<file path="src/rtl/acc_ctrl_pkg.sv">
// Shared definitions for the accelerator loop controller: default counter
// widths, FSM state encoding and the read-stride helper.
package acc_ctrl_pkg;

  localparam int unsigned DefRowW  = 7;
  localparam int unsigned DefFeatW = 4;
  localparam int unsigned DefFiltW = 6;

  typedef enum logic [1:0] {
    StIdle  = 2'd0,
    StRead  = 2'd1,
    StDrain = 2'd2,
    StDone  = 2'd3
  } ctrl_state_e;

  // Read-side step for the row/column counters.
  function automatic logic [1:0] read_step(input logic stride2);
    return stride2 ? 2'd2 : 2'd1;
  endfunction

endpackage

</file>
<file path="src/rtl/conv_loop_ctrl_if.sv">
// Configuration, handshake and counter bus of conv_loop_ctrl.
// Stride2 exists only when CONV_CTRL_STRIDE_EN is defined.
interface conv_loop_ctrl_if
  import acc_ctrl_pkg::*;
#(
  parameter int unsigned ROW_W  = DefRowW,
  parameter int unsigned FEAT_W = DefFeatW,
  parameter int unsigned FILT_W = DefFiltW
) ();

  logic              Start;
  logic              Stall;
  logic [1:0]        R_Start;
  logic [1:0]        W_Start;
  logic [ROW_W-1:0]  R_Final_Row;
  logic [ROW_W-1:0]  W_Final_Row;
  logic [FEAT_W-1:0] Final_Feature;
  logic [FILT_W-1:0] Final_Filter;
  logic [FILT_W-1:0] Depth_EN;
`ifdef CONV_CTRL_STRIDE_EN
  logic              Stride2;
`endif
  logic              Wr_Valid;

  logic [FEAT_W-1:0] Feature_Counter;
  logic [FILT_W-1:0] R_Filter_Counter;
  logic [FILT_W-1:0] W_Filter_Counter;
  logic [ROW_W-1:0]  R_Row_Counter;
  logic [ROW_W-1:0]  R_Col_Counter;
  logic [ROW_W-1:0]  W_Row_Counter;
  logic [ROW_W-1:0]  W_Col_Counter;
  logic              R_Valid;
  logic              Busy;
  logic              Depth_Start;
  logic              R_Done;
  logic              W_Done;

  // Side that drives configuration and consumes counters.
  modport master (
    output Start, Stall, R_Start, W_Start, R_Final_Row, W_Final_Row,
    output Final_Feature, Final_Filter, Depth_EN, Wr_Valid,
`ifdef CONV_CTRL_STRIDE_EN
    output Stride2,
`endif
    input  Feature_Counter, R_Filter_Counter, W_Filter_Counter,
    input  R_Row_Counter, R_Col_Counter, W_Row_Counter, W_Col_Counter,
    input  R_Valid, Busy, Depth_Start, R_Done, W_Done
  );

  // Controller side.
  modport slave (
    input  Start, Stall, R_Start, W_Start, R_Final_Row, W_Final_Row,
    input  Final_Feature, Final_Filter, Depth_EN, Wr_Valid,
`ifdef CONV_CTRL_STRIDE_EN
    input  Stride2,
`endif
    output Feature_Counter, R_Filter_Counter, W_Filter_Counter,
    output R_Row_Counter, R_Col_Counter, W_Row_Counter, W_Col_Counter,
    output R_Valid, Busy, Depth_Start, R_Done, W_Done
  );

endinterface

</file>
<file path="src/rtl/loop_counter.sv">
// Wrapping loop counter: loads start_i, advances by step_i when enabled and
// wraps back to start_i once the next step would pass final_i.
module loop_counter #(
  parameter int unsigned Width = 7
) (
  input  logic             clk_i,
  input  logic             rst_ni,
  input  logic             load_i,
  input  logic             en_i,
  input  logic [Width-1:0] start_i,
  input  logic [Width-1:0] final_i,
  input  logic [1:0]       step_i,
  output logic [Width-1:0] count_o,
  output logic             last_o
);

  logic [Width-1:0] count_q, count_d;
  logic [Width:0]   next_wide;

  // One extra bit so the overshoot compare cannot wrap.
  always_comb begin
    next_wide = {1'b0, count_q} + {{(Width - 1){1'b0}}, step_i};
    last_o    = next_wide > {1'b0, final_i};
    count_d   = count_q;
    if (load_i) begin
      count_d = start_i;
    end else if (en_i) begin
      count_d = last_o ? start_i : next_wide[Width-1:0];
    end
  end

  // Counter state register.
  always_ff @(posedge clk_i or negedge rst_ni) begin
    if (!rst_ni) begin
      count_q <= '0;
    end else begin
      count_q <= count_d;
    end
  end

  assign count_o = count_q;

endmodule

</file>
<file path="src/rtl/conv_loop_ctrl.sv">
// Convolution loop controller: nested read address counters (feature, column,
// row, filter) and an independent write-back position tracker, sequenced by
// an IDLE/READ/DRAIN/DONE FSM.
// Optional feature: define CONV_CTRL_STRIDE_EN for the Stride2 input and
// stride-2 read stepping; otherwise the read stride is fixed at 1.
module conv_loop_ctrl
  import acc_ctrl_pkg::*;
#(
  parameter int unsigned ROW_W  = DefRowW,
  parameter int unsigned FEAT_W = DefFeatW,
  parameter int unsigned FILT_W = DefFiltW
) (
  input logic             clk,
  input logic             RST,
  conv_loop_ctrl_if.slave bus_io
);

  ctrl_state_e       state_q;
  logic [1:0]        r_start_q, w_start_q;
  logic [ROW_W-1:0]  r_final_q, w_final_q;
  logic [FEAT_W-1:0] final_feat_q;
  logic [FILT_W-1:0] final_filt_q, depth_en_q;
  logic              w_done_seen_q, depth_seen_q;
`ifdef CONV_CTRL_STRIDE_EN
  logic              stride2_q;
`endif

  logic              idle, start_acc, r_valid, w_acc;
  logic              r_done, w_done, depth_start;
  logic [1:0]        r_step;
  logic [ROW_W-1:0]  r_start_row, w_start_row;

  logic [FEAT_W-1:0] r_feat;
  logic [FILT_W-1:0] r_filt, w_filt;
  logic [ROW_W-1:0]  r_col, r_row, w_col, w_row;
  logic              r_feat_last, r_col_last, r_row_last, r_filt_last;
  logic              w_col_last, w_row_last, w_filt_last;

`ifdef CONV_CTRL_STRIDE_EN
  assign r_step = read_step(stride2_q);
`else
  assign r_step = read_step(1'b0);
`endif

  assign idle      = (state_q == StIdle);
  assign start_acc = idle & bus_io.Start;

  // Counters load on the Start edge, before the config registers hold the
  // new values, so the start index is taken straight from the bus in IDLE.
  assign r_start_row = {{(ROW_W - 2){1'b0}}, (idle ? bus_io.R_Start : r_start_q)};
  assign w_start_row = {{(ROW_W - 2){1'b0}}, (idle ? bus_io.W_Start : w_start_q)};

  assign r_valid = (state_q == StRead) & ~bus_io.Stall;
  assign w_acc   = bus_io.Wr_Valid & ((state_q == StRead) | (state_q == StDrain));

  assign r_done = r_valid & r_feat_last & r_col_last & r_row_last & r_filt_last;
  // The wrap of all three write counters coincides with W_Done, which returns
  // them to their initial position on the next edge.
  assign w_done = w_acc & w_col_last & w_row_last & w_filt_last;
  assign depth_start = w_acc & w_col_last & w_row_last & (w_filt == depth_en_q) &
                       (depth_en_q <= final_filt_q) & ~depth_seen_q;

  loop_counter #(.Width(FEAT_W)) u_r_feat (
    .clk_i   (clk),
    .rst_ni  (RST),
    .load_i  (start_acc),
    .en_i    (r_valid),
    .start_i ('0),
    .final_i (final_feat_q),
    .step_i  (2'd1),
    .count_o (r_feat),
    .last_o  (r_feat_last)
  );

  loop_counter #(.Width(ROW_W)) u_r_col (
    .clk_i   (clk),
    .rst_ni  (RST),
    .load_i  (start_acc),
    .en_i    (r_valid & r_feat_last),
    .start_i (r_start_row),
    .final_i (r_final_q),
    .step_i  (r_step),
    .count_o (r_col),
    .last_o  (r_col_last)
  );

  loop_counter #(.Width(ROW_W)) u_r_row (
    .clk_i   (clk),
    .rst_ni  (RST),
    .load_i  (start_acc),
    .en_i    (r_valid & r_feat_last & r_col_last),
    .start_i (r_start_row),
    .final_i (r_final_q),
    .step_i  (r_step),
    .count_o (r_row),
    .last_o  (r_row_last)
  );

  loop_counter #(.Width(FILT_W)) u_r_filt (
    .clk_i   (clk),
    .rst_ni  (RST),
    .load_i  (start_acc),
    .en_i    (r_valid & r_feat_last & r_col_last & r_row_last),
    .start_i ('0),
    .final_i (final_filt_q),
    .step_i  (2'd1),
    .count_o (r_filt),
    .last_o  (r_filt_last)
  );

  loop_counter #(.Width(ROW_W)) u_w_col (
    .clk_i   (clk),
    .rst_ni  (RST),
    .load_i  (start_acc),
    .en_i    (w_acc),
    .start_i (w_start_row),
    .final_i (w_final_q),
    .step_i  (2'd1),
    .count_o (w_col),
    .last_o  (w_col_last)
  );

  loop_counter #(.Width(ROW_W)) u_w_row (
    .clk_i   (clk),
    .rst_ni  (RST),
    .load_i  (start_acc),
    .en_i    (w_acc & w_col_last),
    .start_i (w_start_row),
    .final_i (w_final_q),
    .step_i  (2'd1),
    .count_o (w_row),
    .last_o  (w_row_last)
  );

  loop_counter #(.Width(FILT_W)) u_w_filt (
    .clk_i   (clk),
    .rst_ni  (RST),
    .load_i  (start_acc),
    .en_i    (w_acc & w_col_last & w_row_last),
    .start_i ('0),
    .final_i (final_filt_q),
    .step_i  (2'd1),
    .count_o (w_filt),
    .last_o  (w_filt_last)
  );

  // Layer FSM plus configuration capture and per-layer flags.
  always_ff @(posedge clk or negedge RST) begin
    if (!RST) begin
      state_q       <= StIdle;
      r_start_q     <= '0;
      w_start_q     <= '0;
      r_final_q     <= '0;
      w_final_q     <= '0;
      final_feat_q  <= '0;
      final_filt_q  <= '0;
      depth_en_q    <= '0;
      w_done_seen_q <= 1'b0;
      depth_seen_q  <= 1'b0;
`ifdef CONV_CTRL_STRIDE_EN
      stride2_q     <= 1'b0;
`endif
    end else begin
      unique case (state_q)
        StIdle: begin
          if (bus_io.Start) begin
            r_start_q     <= bus_io.R_Start;
            w_start_q     <= bus_io.W_Start;
            r_final_q     <= bus_io.R_Final_Row;
            w_final_q     <= bus_io.W_Final_Row;
            final_feat_q  <= bus_io.Final_Feature;
            final_filt_q  <= bus_io.Final_Filter;
            depth_en_q    <= bus_io.Depth_EN;
            w_done_seen_q <= 1'b0;
            depth_seen_q  <= 1'b0;
`ifdef CONV_CTRL_STRIDE_EN
            stride2_q     <= bus_io.Stride2;
`endif
            state_q       <= StRead;
          end
        end
        StRead: begin
          // Writes can finish before reads; remember it for DRAIN.
          if (w_done) begin
            w_done_seen_q <= 1'b1;
          end
          if (r_done) begin
            state_q <= StDrain;
          end
        end
        StDrain: begin
          if (w_done || w_done_seen_q) begin
            state_q <= StDone;
          end
        end
        StDone: begin
          state_q <= StIdle;
        end
        default: begin
          state_q <= StIdle;
        end
      endcase
      if (depth_start) begin
        depth_seen_q <= 1'b1;
      end
    end
  end

  assign bus_io.Feature_Counter  = r_feat;
  assign bus_io.R_Filter_Counter = r_filt;
  assign bus_io.W_Filter_Counter = w_filt;
  assign bus_io.R_Row_Counter    = r_row;
  assign bus_io.R_Col_Counter    = r_col;
  assign bus_io.W_Row_Counter    = w_row;
  assign bus_io.W_Col_Counter    = w_col;
  assign bus_io.R_Valid          = r_valid;
  assign bus_io.Busy             = ~idle;
  assign bus_io.Depth_Start      = depth_start;
  assign bus_io.R_Done           = r_done;
  assign bus_io.W_Done           = w_done;

endmodule
</file>
<file path="src/flat_wrapper.sv">
// flat-port wrapper written by rule: the top's interface ports become plain ports
module conv_loop_ctrl_flat import acc_ctrl_pkg::*;
#(
  parameter int unsigned ROW_W  = DefRowW,
  parameter int unsigned FEAT_W = DefFeatW,
  parameter int unsigned FILT_W = DefFiltW
)
  (clk, RST, bus_io_Start, bus_io_Stall, bus_io_R_Start, bus_io_W_Start, bus_io_R_Final_Row, bus_io_W_Final_Row, bus_io_Final_Feature, bus_io_Final_Filter, bus_io_Depth_EN, bus_io_Wr_Valid, bus_io_Feature_Counter, bus_io_R_Filter_Counter, bus_io_W_Filter_Counter, bus_io_R_Row_Counter, bus_io_R_Col_Counter, bus_io_W_Row_Counter, bus_io_W_Col_Counter, bus_io_R_Valid, bus_io_Busy, bus_io_Depth_Start, bus_io_R_Done, bus_io_W_Done);
  conv_loop_ctrl_if #(.ROW_W(ROW_W), .FEAT_W(FEAT_W), .FILT_W(FILT_W)) bus_io_i ();
  input logic clk;
  input logic RST;
  input wire logic [$bits(bus_io_i.Start)-1:0] bus_io_Start;
  input wire logic [$bits(bus_io_i.Stall)-1:0] bus_io_Stall;
  input wire logic [$bits(bus_io_i.R_Start)-1:0] bus_io_R_Start;
  input wire logic [$bits(bus_io_i.W_Start)-1:0] bus_io_W_Start;
  input wire logic [$bits(bus_io_i.R_Final_Row)-1:0] bus_io_R_Final_Row;
  input wire logic [$bits(bus_io_i.W_Final_Row)-1:0] bus_io_W_Final_Row;
  input wire logic [$bits(bus_io_i.Final_Feature)-1:0] bus_io_Final_Feature;
  input wire logic [$bits(bus_io_i.Final_Filter)-1:0] bus_io_Final_Filter;
  input wire logic [$bits(bus_io_i.Depth_EN)-1:0] bus_io_Depth_EN;
  input wire logic [$bits(bus_io_i.Wr_Valid)-1:0] bus_io_Wr_Valid;
  output wire logic [$bits(bus_io_i.Feature_Counter)-1:0] bus_io_Feature_Counter;
  output wire logic [$bits(bus_io_i.R_Filter_Counter)-1:0] bus_io_R_Filter_Counter;
  output wire logic [$bits(bus_io_i.W_Filter_Counter)-1:0] bus_io_W_Filter_Counter;
  output wire logic [$bits(bus_io_i.R_Row_Counter)-1:0] bus_io_R_Row_Counter;
  output wire logic [$bits(bus_io_i.R_Col_Counter)-1:0] bus_io_R_Col_Counter;
  output wire logic [$bits(bus_io_i.W_Row_Counter)-1:0] bus_io_W_Row_Counter;
  output wire logic [$bits(bus_io_i.W_Col_Counter)-1:0] bus_io_W_Col_Counter;
  output wire logic [$bits(bus_io_i.R_Valid)-1:0] bus_io_R_Valid;
  output wire logic [$bits(bus_io_i.Busy)-1:0] bus_io_Busy;
  output wire logic [$bits(bus_io_i.Depth_Start)-1:0] bus_io_Depth_Start;
  output wire logic [$bits(bus_io_i.R_Done)-1:0] bus_io_R_Done;
  output wire logic [$bits(bus_io_i.W_Done)-1:0] bus_io_W_Done;
  assign bus_io_i.Start = bus_io_Start;
  assign bus_io_i.Stall = bus_io_Stall;
  assign bus_io_i.R_Start = bus_io_R_Start;
  assign bus_io_i.W_Start = bus_io_W_Start;
  assign bus_io_i.R_Final_Row = bus_io_R_Final_Row;
  assign bus_io_i.W_Final_Row = bus_io_W_Final_Row;
  assign bus_io_i.Final_Feature = bus_io_Final_Feature;
  assign bus_io_i.Final_Filter = bus_io_Final_Filter;
  assign bus_io_i.Depth_EN = bus_io_Depth_EN;
  assign bus_io_i.Wr_Valid = bus_io_Wr_Valid;
  assign bus_io_Feature_Counter = bus_io_i.Feature_Counter;
  assign bus_io_R_Filter_Counter = bus_io_i.R_Filter_Counter;
  assign bus_io_W_Filter_Counter = bus_io_i.W_Filter_Counter;
  assign bus_io_R_Row_Counter = bus_io_i.R_Row_Counter;
  assign bus_io_R_Col_Counter = bus_io_i.R_Col_Counter;
  assign bus_io_W_Row_Counter = bus_io_i.W_Row_Counter;
  assign bus_io_W_Col_Counter = bus_io_i.W_Col_Counter;
  assign bus_io_R_Valid = bus_io_i.R_Valid;
  assign bus_io_Busy = bus_io_i.Busy;
  assign bus_io_Depth_Start = bus_io_i.Depth_Start;
  assign bus_io_R_Done = bus_io_i.R_Done;
  assign bus_io_W_Done = bus_io_i.W_Done;
  conv_loop_ctrl #(.ROW_W(ROW_W), .FEAT_W(FEAT_W), .FILT_W(FILT_W)) u_core (.clk(clk), .RST(RST), .bus_io(bus_io_i));
endmodule
</file>
<file path="config.mk">
export PLATFORM = sky130hd
export DESIGN_NAME = conv_loop_ctrl_flat
export DESIGN_NICKNAME = d
export VERILOG_FILES = /design/src/rtl/acc_ctrl_pkg.sv /design/src/rtl/conv_loop_ctrl_if.sv /design/src/rtl/loop_counter.sv /design/src/rtl/conv_loop_ctrl.sv /design/src/flat_wrapper.sv
export SDC_FILE = /design/constraint.sdc
export NUM_CORES = 1
export LEC_CHECK = 0
export CAP_MARGIN = 20
export CORE_MARGIN = 2
export CORE_UTILIZATION = 45
export DETAILED_ROUTE_END_ITERATION = 6
export PLACE_DENSITY_LB_ADDON = 0.15
export REMOVE_ABC_BUFFERS = 1
export SLEW_MARGIN = 20
export SYNTH_ARGS = -nofsm -noshare
export SYNTH_HDL_FRONTEND = slang
export SYNTH_SLANG_ARGS = --single-unit
</file>
<file path="constraint.sdc">
create_clock -name clk -period 3.35 [get_ports clk]
set_input_delay 1.005 -clock clk [delete_from_list [all_inputs] [get_ports clk]]
set_output_delay 1.005 -clock clk [all_outputs]
set_load 0.1 [all_outputs]
</file>
==> After elaboration in Yosys (flattened, before gate mapping) <==
Cells that the tools add are included.
{ "classes": {"mux": 32, "n_lt_le_gt_ge": 8, "add_sub_neg": 7, "reduce_logical": 16, "bitwise": 17, "n_eq_ne": 8} }
{ "ops": {"columns": ["cell", "count"], "rows": [
  ["7-bit two-way mux", 12],
  ["6-bit two-way mux", 6],
  ["7-bit by 1-bit adder with 8-bit output, second input constant", 4],
  ["8-bit by 7-bit > comparator with 1-bit output", 4],
  ["2-bit nonzero test", 10],
  ["6-bit by 1-bit adder with 7-bit output, second input constant", 2],
  ["7-bit by 6-bit > comparator with 1-bit output", 2],
  ["1-bit bitwise AND", 13],
  ["4-bit two-way mux", 3],
  ["2-bit two-way mux", 5],
  ["2-bit one-hot mux with 4 select lines", 1],
  ["6-bit == test", 1],
  ["6-bit less-or-equal comparator", 1],
  ["2-bit inequality test, second input constant", 3],
  ["3-bit AND reduction", 2],
  ["4-bit by 1-bit adder with 5-bit output, second input constant", 1],
  ["5-bit by 4-bit > comparator with 1-bit output", 1],
  ["2-bit == test, second input constant", 2],
  ["1-bit two-way mux", 4],
  ["2-bit AND reduction", 2],
  ["1-bit NOT", 3],
  ["2-bit by 1-bit == test with 1-bit output, second input constant", 1],
  ["2-bit zero test", 1],
  ["2-bit by 1-bit inequality test with 1-bit output, second input constant", 1],
  ["other kinds (3)", 3]
]} }
{ "totals": {"elab_cells": 105, "out_inout_bits": 49, "register_bits": 82} }

==> Logic depth before layout (Yosys ltp) <==
{ "logic_depth": {"depth_word": 10, "depth_mapped": 14} }

==> Modules after synthesis <==
Synthesis repeated with hierarchy kept, for this count alone.
{ "unflattened": {"cells_unflattened": 684, "area_unflattened_um2": 6555.0} }
{ "modules_own_cells": {"columns": ["module", "area_per_inst_um2", "seq_area_each_um2", "instances", "cells_each"], "rows": [
  ["loop_counter at u_core.u_r_col ...", 714.4, 175.2, 4, 81],
  ["conv_loop_ctrl", 1868.0, 950.9, 1, 154],
  ["loop_counter at u_core.u_w_filt", 720.7, 150.1, 1, 81],
  ["loop_counter at u_core.u_r_filt", 669.4, 150.1, 1, 81],
  ["loop_counter at u_core.u_r_feat", 439.2, 100.1, 1, 44]
]} }

==> Least setup slack after synthesis <==
Ideal clock, no wire load.
{ "synth_path": {"path_type": "flip-flop to output port", "from": "reg u_core.u_w_row.count_q[0], in the netlist u_core.u_w_row.count_o[0]", "to": "out bus_io_Depth_Start", "t_required_ns": 2.345, "path_stages_with_launch": 14, "arrival_ns": 5.112, "slack_ns": -2.767, "n_path_buf": 2, "cell_sequence": "dfrtp_1 ha_1 nand3_1 nor2_1 xor2_1 ha_1 nand3_1 nor2_1 a211oi_1 or2_1 buf_2 nand2b_1 buf_2 nor3_1"} }
{ "synth_via": {"elab_chain_cells": 6} }
{ "synth_rtl": {"columns": ["item", "line_no", "rtl"], "rows": [
  ["start: declaration", "loop_counter.sv:17", "logic [Width-1:0] count_q, count_d;"],
  ["start signal: assignment", "loop_counter.sv:37", "count_q <= count_d;"],
  ["7-bit by 1-bit adder with 8-bit output", "loop_counter.sv:22", "next_wide = {1'b0, count_q} + {{(Width - 1){1'b0}}, step_i};"],
  ["8-bit by 7-bit > comparator with 1-bit output", "loop_counter.sv:23", "last_o = next_wide > {1'b0, final_i};"],
  ["1-bit bitwise AND (3 in a row)", "conv_loop_ctrl.sv:60", "assign depth_start = w_acc & w_col_last & w_row_last & (w_filt == depth_en_q) &"],
  ["1-bit bitwise AND", "conv_loop_ctrl.sv:61", "(depth_en_q <= final_filt_q) & ~depth_seen_q;"],
  ["end: declaration", "flat_wrapper.sv:31", "output wire logic [$bits(bus_io_i.Depth_Start)-1:0] bus_io_Depth_Start;"]
]} }
No other way between the ends.

==> Worst setup path after layout <==
{ "layout_path": {"from": "reg u_core.u_w_col.count_q[1], in the netlist u_core.u_w_col.count_o[1]", "to": "out bus_io_Depth_Start"} }
{ "layout_via": {"elab_chain_cells": 7} }
{ "layout_rtl": {"columns": ["item", "line_no"], "rows": [
  ["start: declaration", "loop_counter.sv:17"],
  ["start signal: assignment", "loop_counter.sv:37"],
  ["7-bit by 1-bit adder with 8-bit output", "loop_counter.sv:22"],
  ["8-bit by 7-bit > comparator with 1-bit output", "loop_counter.sv:23"],
  ["1-bit bitwise AND (4 in a row)", "conv_loop_ctrl.sv:60"],
  ["1-bit bitwise AND", "conv_loop_ctrl.sv:61"]
]} }
No other way between the ends.

==> summary.md <==
| Metric | Value |
|---|---|
| IR drop worst, VDD | between 0.0006 and 0.0007 V |
| Initial Util | 0.461 |
| Worst slack, placed | -0.242 ns |
| Fraction of final layout cells sized beyond drive strength 1 | 0.303 |
| Final Util | 0.658 |
| Vias per std cell | around 5.4 |
| Worst-margin pin slew | approximately 0.61 ns |
| First-pass GRT wire length | approximately 25000 um |
| Core area | ~12000 um2 |
| PortBufs | between 80 and 90 |
| CP Buf/Inv Count | 2 |
| Max-slew headroom | 0.590 |
| Tot Pwr | between 3 and 4 mW |
| Setup crit end kind | output pin |
| CP dominant cell by count | nand3_4 |
| FF+latch count, synth | 82 |
| I/O pin total | approximately 90 |
| Top_reg_cell synth | dfrtp_1 |
| Final setup violation count | 3 |
| Failing checks | setup timing |
| WL/cell | between 15 and 20 um |
| WP data required | roughly 2.3 ns |
| Routability cong. | around 0.87 |
| Worst Reg2Reg Path Length in Cells | 17 |
| Post-cts hold buffer count | 0 |
| Max-cap violations | 0 |
| Antenna violations before repair | 0 |
| Clk_lat worst skew | between 0.3 and 0.4 ns |
| Total number of vias | around 5200 |
| NumNets Final | 900 |
| Hold path startpoint | u_core.r_start_q[0] |
| DIE HEIGHT | approximately 110 um |
| Synth-to-layout area growth | 42.9% |
| Pwr per Cell Area | approximately 440 nW/um2 |
| Sink Count | 82 |
| Drt total wl | about 15000 um |
| Antenna fix cells | 0 |
| Design area | 7910 um2 |
| Unrepaired setup endpoints after global routing | yes |
| DRC violations left | 0 |
| Root Buffer Master | clkbuf_16 |
| Global-route total usage across every layer | 0.240 |
| CP startpoint kind | flop |
| Clk_skew | 0.00844 ns |
| Crit Path Max Fanout | 3 |
| CTS Buf Count | 9 |
| DR pass1 iterations | 5 |
| Max Clock Freq | around 260 MHz |
| Slew Viols, Final | 0 |
| Tcrit/Tclk final | 1.14 |
| Min-Delay Path Depth | 2 |
| Setup ws final | -0.484 ns |
| Cell Area, Placed | approximately 7000 um2 |
| EDFF count, synth | 0 |
| CP Class | flop to output pin |
| Synth Instances | a little over 600 |
| Vias in the first global route | 5225 |
| Asr flop ratio synth | 1.00 |
| Top delay family on crit path | simple AND/OR/NAND/NOR gates |
| Post-Synthesis Cell Area | 5530 um2 |
| First DRT Iteration DRCs | 320 |
| Syn_area_per_cell | roughly 9 um2 |
| Cell Chain, Critical Path | ha_4 > nand3_4 > buf_4 > xnor2_2 > ha_1 > nand3_4 > nor2_4 > a211oi_4 > o21bai_2 > nand2b_4 > nor3_4 > buf_12 |
| R2R Path Start | u_core.u_w_col.count_o[1] |
| Die Wd | 115 um |
| Reg clk slew, reported paths | around 0.060 ns |
| Leak | about 4.1 nW |
| Final hold viol count | 0 |
| Post-route antenna net violation count | 0 |
| Die ar. | 13200 um2 |
| Number of core rows | 40 |
| Max incr delay on CP | between 0.4 and 0.5 ns |
| Fin cells | 953 |
| Worst hold path type | flop to flop |
| CTS max path bufs | 2 |
| Grt ovf | 0 |
| Slowest CP cell | dfrtp_1 |
| H-tree Lvls | 3 |
| Syn. warnings | 0 |
| Crit path launch | u_core.u_w_col.count_o[1] |
| Pin count of the biggest net entering global routing | 47 |
| Worst path depth | 12 |
| HPWL after DPL | approximately 11000 um |
| Status | complete, but fails checks |
| Inst Count DP | slightly above 900 |
| Final min period | between 3 and 4 ns |
| Setup_tns | -1.26 ns |
| CP arrival | 2.83 ns |
| Synth unique cells | 66 |
| Fin Hold WS | approximately 0.47 ns |
| TritonCTS clock tree | done |
| Sequential area share after synthesis | 0.371 |
-- worst min-delay path, stage by stage (launching register included) --
cell	delay (ns)
dfrtp_1	0.34
nand2_1	0.05
nand2_1	0.06
-- cells in the final DEF, fill, tap and decap left out, types with 4 or more instances in the layout --
| cell type | netlist | routed |
|---|---|---|
| mux2i_1 | 9 | 9 |
| buf_12 | 0 | 6 |
| nor2b_1 | 10 | 10 |
| and3_1 | 9 | 7 |
| xnor2_2 | 0 | 7 |
| o211ai_1 | 4 | 4 |
| nand3_4 | 0 | 5 |
| clkdlybuf4s50_1 | 0 | 37 |
| nor2_1 | 38 | 31 |
| dfrtp_1 | 82 | 80 |
| nand3b_1 | 7 | 7 |
| nand4_1 | 8 | 8 |
| o22ai_2 | 3 | 4 |
| a21oi_2 | 2 | 6 |
| o21a_1 | 7 | 7 |
| xor2_1 | 18 | 16 |
| clkbuf_16 | 0 | 9 |
| o21ai_0 | 41 | 41 |
| nand3_1 | 26 | 18 |
| nor3_1 | 10 | 8 |
| buf_6 | 1 | 5 |
| nand2b_1 | 7 | 6 |
| ha_1 | 60 | 55 |
| buf_4 | 2 | 148 |
| nand3_2 | 3 | 6 |
| xnor2_1 | 18 | 11 |
| a21oi_1 | 42 | 38 |
| a21o_1 | 11 | 11 |
| nand2_1 | 93 | 93 |
| nor2_4 | 0 | 5 |
| inv_1 | 25 | 25 |
| o21ai_1 | 4 | 4 |
| ha_2 | 0 | 4 |
-- what timing repair did --
action                     4_1_cts  5_1_grt
setup endpoints to repair        3        3
gates resized for setup         48       22
pin swaps                       37       22
buffers inserted                24        9
-- final timing paths --
check / end / slack (ns)
worst min-delay path: u_core.r_start_q[0] / 0.47
worst max-delay path: bus_io_Depth_Start / -0.48
min in group asynchronous: u_core.u_r_filt.count_o[1] / 0.67
worst max register to register: u_core.state_q[1] / 0.13
worst min register to register: u_core.r_start_q[0] / 0.47
max in group asynchronous: u_core.u_r_row.count_o[1] / 2.03
-- registers in the layout, summed over array words and instances, names as in the netlist --
name	flops
u_core.final_feat_q	4
u_core.u_w_row.count_o	7
u_core.r_start_q	2
u_core.w_start_q	2
u_core.u_w_filt.count_o	6
u_core.u_r_filt.count_o	6
u_core.final_filt_q	6
u_core.w_final_q	7
u_core.u_r_feat.count_o	4
u_core.u_r_row.count_o	7
u_core.depth_en_q	6
u_core.w_done_seen_q	1
u_core.u_r_col.count_o	7
u_core.depth_seen_q	1
u_core.r_final_q	7
u_core.u_w_col.count_o	7
u_core.state_q	2
-- kinds of logic after synthesis --
logic type               count (synthesis)  synth area share
AO/OA/AOI/OAI                          146             0.171
buffers and inverters                   49            0.0371
XOR/XNOR                                36            0.0570
AND/OR/NAND/NOR                        230             0.201
adder cells (fa/ha/maj)                 60             0.136
flip-flops                              82             0.371
multiplexers                            14            0.0271
-- area by class of cell --
cell class	count	area (um2)
fill	973	4110
multi-input combinational	486	3610
sequential	82	2050
timing repair buffer	196	1660
clock buffer	11	253
tap	147	184
inverter	26	97.6
clock inverter	5	52.6
-- routing by layer --
| layer | vias to the layer above | share of wire | wire (um) | GRT usage |
|---|---|---|---|---|
| met3 | 24 | 0.035 | 527 | 0.0353 |
| li1 | 2548 | - | - | - |
| met5 | - | 0 | 0 | 0 |
| met2 | 118 | 0.50 | 7590 | 0.411 |
| met4 | 0 | 0.019 | 283 | 0.0876 |
| met1 | 2470 | 0.45 | 6850 | 0.308 |
-- synth_stat cells (9+ instances only) --
library cell | instances | share of area
a21o_1 | 11 | 0.015
a21oi_1 | 42 | 0.038
and3_1 | 9 | 0.010
clkbuf_1 | 14 | 0.0095
dfrtp_1 | 82 | 0.37
ha_1 | 60 | 0.14
inv_1 | 25 | 0.017
mux2i_1 | 9 | 0.016
nand2_1 | 93 | 0.063
nand3_1 | 26 | 0.024
nor2_1 | 38 | 0.026
nor2b_1 | 10 | 0.011
nor3_1 | 10 | 0.0090
o21ai_0 | 41 | 0.037
xnor2_1 | 18 | 0.028
xor2_1 | 18 | 0.028
-- report_power, final --
part,switching (mW),internal (mW),total (mW)
Clock,0.414,0.614,1.03
Combinational,0.835,0.499,1.33
Sequential,0.0723,1.05,1.12
Total,1.32,2.17,3.49
No activity file was read; power rests on OpenSTA's default activity.
